File: config.mk
export PLATFORM = sky130hd
export DESIGN_NAME = and_gate
export DESIGN_NICKNAME = d
export VERILOG_FILES = /design/src/rtl/and_gate.sv
export SDC_FILE = /design/constraint.sdc
export NUM_CORES = 1
export LEC_CHECK = 0
export ABC_AREA = 1
export BUFFER_PORTS_ARGS = -buffer_cell sky130_fd_sc_hd__buf_2
export CAP_MARGIN = 20
export CORE_AREA = 2 2 39 41
export DETAILED_ROUTE_END_ITERATION = 10
export DIE_AREA = 0 0 41 43
export GPL_ROUTABILITY_DRIVEN = 0
export PLACE_DENSITY = 0.72
export SYNTH_ARGS = -nofsm -noshare
export SYNTH_HDL_FRONTEND = slang
export SYNTH_SLANG_ARGS = --single-unit
File: constraint.sdc
create_clock -name clk -period 1.6 [get_ports clk]
set_clock_uncertainty 0.05 [all_clocks]
set_input_delay 0.16 -clock clk [delete_from_list [all_inputs] [get_ports clk]]
set_output_delay 0.16 -clock clk [all_outputs]
set_load 0.05 [all_outputs]
File: src/rtl/and_gate.sv
// Bitwise AND with a combinational output, plus a registered, valid-qualified copy,
// an all-ones flag and a saturating hit counter.
module and_gate #(
    parameter int WIDTH = 1,
    parameter int CNT_W = 8
) (
    input  logic             clk,
    input  logic             rst_n,
    input  logic [WIDTH-1:0] a,
    input  logic [WIDTH-1:0] b,
    input  logic             in_valid,
    input  logic             count_clr,
    output logic [WIDTH-1:0] y,
    output logic [WIDTH-1:0] y_q,
    output logic             out_valid,
    output logic             y_all,
    output logic [CNT_W-1:0] hit_count
);

    if (WIDTH < 1) begin : g_bad_width
        $error("and_gate: WIDTH must be >= 1");
    end
    if (CNT_W < 1) begin : g_bad_cnt_w
        $error("and_gate: CNT_W must be >= 1");
    end

    localparam logic [CNT_W-1:0] CNT_MAX = {CNT_W{1'b1}};

    logic [WIDTH-1:0] and_c;
    logic             all_c;
    logic             hit_c;

    assign and_c = a & b;
    assign all_c = &and_c;
    assign hit_c = in_valid & all_c;
    assign y     = and_c;

    // Result capture: data and flag hold while idle, valid pulses per accepted sample.
    always_ff @(posedge clk or negedge rst_n) begin
        if (!rst_n) begin
            y_q       <= '0;
            y_all     <= 1'b0;
            out_valid <= 1'b0;
        end else begin
            out_valid <= in_valid;
            if (in_valid) begin
                y_q   <= and_c;
                y_all <= all_c;
            end
        end
    end

    // Hit counter: clear beats increment; stops at all-ones instead of wrapping.
    always_ff @(posedge clk or negedge rst_n) begin
        if (!rst_n) begin
            hit_count <= '0;
        end else if (count_clr) begin
            hit_count <= '0;
        end else if (hit_c && (hit_count != CNT_MAX)) begin
            hit_count <= hit_count + CNT_W'(1);
        end
    end

endmodule

==> results.txt <==
The run finished with clean final reports. The placed wire-length estimate came out at 900 µm. The proportion of synthesized chip area in sequential cells came out at 41.3%. The critical path's most frequent cell is sky130_fd_sc_hd__nand2_1. The aggregate routed wire length came out at 1220 µm. STA classifies the critical path startpoint as a flop. The maximum clock insertion buffer count came out at 2. The number of buffers and inverters on the critical path is 0. CTS placed an instance of sky130_fd_sc_hd__clkbuf_4 at the clock tree root.

The worst-skew pair later-pin latency came out at 0.27 ns. Measured along the x axis, the die boundary spans 41 µm. The instance count on the critical path came out at 6. The via count is 558. The first global-routing pass estimated 2010 µm of wire. The number of antenna violations at the first check in global routing is 0. The initialized floorplan defines 14 standard-cell rows. The peak per-stage delay on the critical path is 0.43 ns. The share of final-layout standard cells stronger than drive strength 1 came out at 32.4%. The post-detailed-route DRC marker count is 0. The largest fanout of any net on the critical path came out at 5.

Power spread over the standard cell area amounts to 698 nW/µm². In this run the remaining antenna-violating nets after routing total 0. The number of cells on the worst hold path is 4. The number of search-and-repair iterations in the first detailed-routing pass is 4.

The worst hold path belongs to the class primary input to flop. The synthesized netlist cell count came out at 80. The slack of the worst reg-to-reg path is 0.16 ns. The count of instances resized after the clock tree is built is 0.

The slowest stage of the critical path belongs to the cell sky130_fd_sc_hd__dfrtp_2. The total count of max-transition violations in the final report is 0. sky130_fd_sc_hd__nand2_1 is the most common cell in the netlist. In the final routed layout, each cell accounts on average for 10.3 µm. The number of global-route vias before repair came out at 505. Setup repair after global routing left no endpoint under its margin. The starting density of the core is 43.8%. The worst register-to-register path ends at hit_count[4].

Counting flops with an async set or reset pin after synthesis yields a share of 100%. For the worst setup path, the data required time is 1.76 ns. Buffers inserted during clock tree synthesis total 3. At the end of the flow the core is filled with cells to 54.3%.

The maximum level of the CTS H-tree came out at 1. The pre-CTS worst setup slack came out at 0.178 ns. The share of synthesized area in the top cell type comes to 41.3%. Global routing used 17.7% of the available tracks across all layers. The tree built by TritonCTS fans out to 10 sinks. The number of nets in the layout is 110.

The number of setup violations in the final report came out at 0. The setup path with the least slack is of type flop to flop. The count of routing violations after the opening detailed-route iteration is 7. The smallest setup slack after layout is 0.163 ns. The cell accounting for the most synthesized area is sky130_fd_sc_hd__dfrtp_1. The area of all placed cells without fillers is 752 µm².

The number of buffer cells added on primary ports came out at 17. The die boundary height is 43 µm. 0 antenna diodes ended up in the layout. The worst pin sits at a relative slew slack of 79.8%. The die covers 1760 µm². Data on the critical path arrives at its endpoint at 1.59 ns. After clock tree synthesis, the clock-pin slew on the worst setup and hold paths is 0.07 ns. The logic depth of the worst register-to-register path is 6.

Walking the worst path, the cells encountered are ha_1 > nand2_1 > nor2_4 > a21oi_2 > nand3b_1 > nand2_1. The count of pins on the block boundary came out at 18. Summed over all failing endpoints, the final setup total negative slack is 0 ns. The final critical-path share of the clock period came out at 89.8%.

The pin count of the biggest net entering global routing came out at 11. The most critical setup path has its endpoint at hit_count[4]. The detail-routed via count per cell came out at 4.73. During synthesis, Yosys emitted a total of 0 warnings. Counting flops with a built-in enable in the synthesized netlist gives 0. The core region is 1380 µm². The top achievable clock speed came out at 696 MHz. The count of final hold-check violations came out at 0.

Across the run, the number of max-cap violations was 0. The standby leakage power came out at 0.446 nW. The most used flip-flop cell after synthesis is sky130_fd_sc_hd__dfrtp_1.

The cell type group with the largest total delay on the critical path is flip-flops. The largest vdd supply drop came out at 0.000375 V. Ranked by instance count, the synthesized netlist is headed by sky130_fd_sc_hd__nand2_1 (26), sky130_fd_sc_hd__inv_1 (11), sky130_fd_sc_hd__dfrtp_1 (10). The synthesized cell area came out at 606 µm². In this run the mean area of a mapped cell was 7.57 µm².

The startpoint identified for the worst register-to-register timing path is hit_count[0]. By area the synthesized netlist is led by sky130_fd_sc_hd__dfrtp_1 (41%), sky130_fd_sc_hd__nand2_1 (16%), sky130_fd_sc_hd__nor2_4 (7.4%). Subtracting the final worst setup slack from the clock period gives 1.44 ns. The worst setup path is captured at a flop. The total congestion overflow after global routing came out at 0. The post-synthesis register bit count came out at 10. The layout overhead on the synthesized area is 24.2%.

The launching element of the worst setup path is hit_count[0]. At the pin with the least slew margin, the transition time is 0.303 ns. The TritonCTS clock tree is yes. The number of different library cells in the post-synthesis netlist is 19. When the netlist entered floorplanning its net count stood at 87.

In this run the cell area measured after placement is 706 µm².
-- worst min-delay path: cells and delay by family --
kind                   cells  cell delay (ns)
buffers and inverters      1             0.14
and+or+nand+nor            3             0.15
-- through the flow --
stage          cells  hold slack [ns]  power [W]
6_report         118            0.160   0.000525
3_3_place_gp     112          -0.0125   0.000340
4_1_cts          118            0.157   0.000533
3_5_place_dp     112          -0.0111   0.000341
5_1_grt          118            0.164   0.000560
2_1_floorplan     80           -0.186   0.000318
-- timing repair --
action | CTS | global route
buffers inserted | 0 | 0
endpoints found under the hold margin | 11 | 0
hold buffers | 2 | 0
-- registers in the layout (all words and copies together) (netlist names) --
| signal | count |
|---|---|
| hit_count | 8 |
| out_valid | 1 |
| y_q | 1 |
-- area by class of cell --
type | count | area [µm²]
fillers | 135 | 632
multi-input cells | 57 | 303
flip-flops and latches | 10 | 253
repair buffers | 19 | 105
inverters | 12 | 45.0
clock buffers | 4 | 26.3
well taps | 16 | 20.0
-- power by group --
group           total, W  internal, W  leakage (nW)  switching, W
Combinational  0.0000776    0.0000201         0.298     0.0000575
Sequential      0.000261     0.000258         0.133    0.00000320
Clock           0.000186    0.0000965        0.0150     0.0000895
Total           0.000525     0.000374         0.446      0.000150
-- how the worst min path moves through the flow --
| stage | slack [ns] | end | from |
|---|---|---|---|
| after CTS | 0.16 | hit_count[2] | count_clr |
| after global placement | -0.01 | y_q | rst_n |
| after floorplan | -0.19 | hit_count[0] | rst_n |
| after global routing | 0.16 | hit_count[2] | count_clr |
| after detailed placement | -0.01 | out_valid | rst_n |
| final | 0.16 | hit_count[2] | count_clr |
-- cell usage in the layout, fill, tap and decap left out, drive strengths merged --
master	count
ha	1
nand3b	1
dlygate4sd3	2
o21ai	1
nand3	8
xor2	1
a21oi	2
clkbuf	4
buf	17
o21bai	1
dfrtp	10
nor2	12
nand4	1
nand2	29
inv	12
-- layer usage --
layer,track usage (%),vias to the layer above,share of wire [%]
met2,26.3,22,46
met3,6.28,4,5.4
met4,12.0,0,2.9
li1,-,289,-
met1,20.2,243,46
met5,0,-,0
-- cell families after synthesis --
kind of cell | Yosys count | share of synthesized area (%)
compound gates | 4 | 4.34
xor+xnor | 1 | 1.45
fa+ha+maj | 1 | 2.07
buf+inv | 13 | 8.68
flops | 10 | 41.3
simple gates | 51 | 42.1
Power figures use the tool's default switching activity.
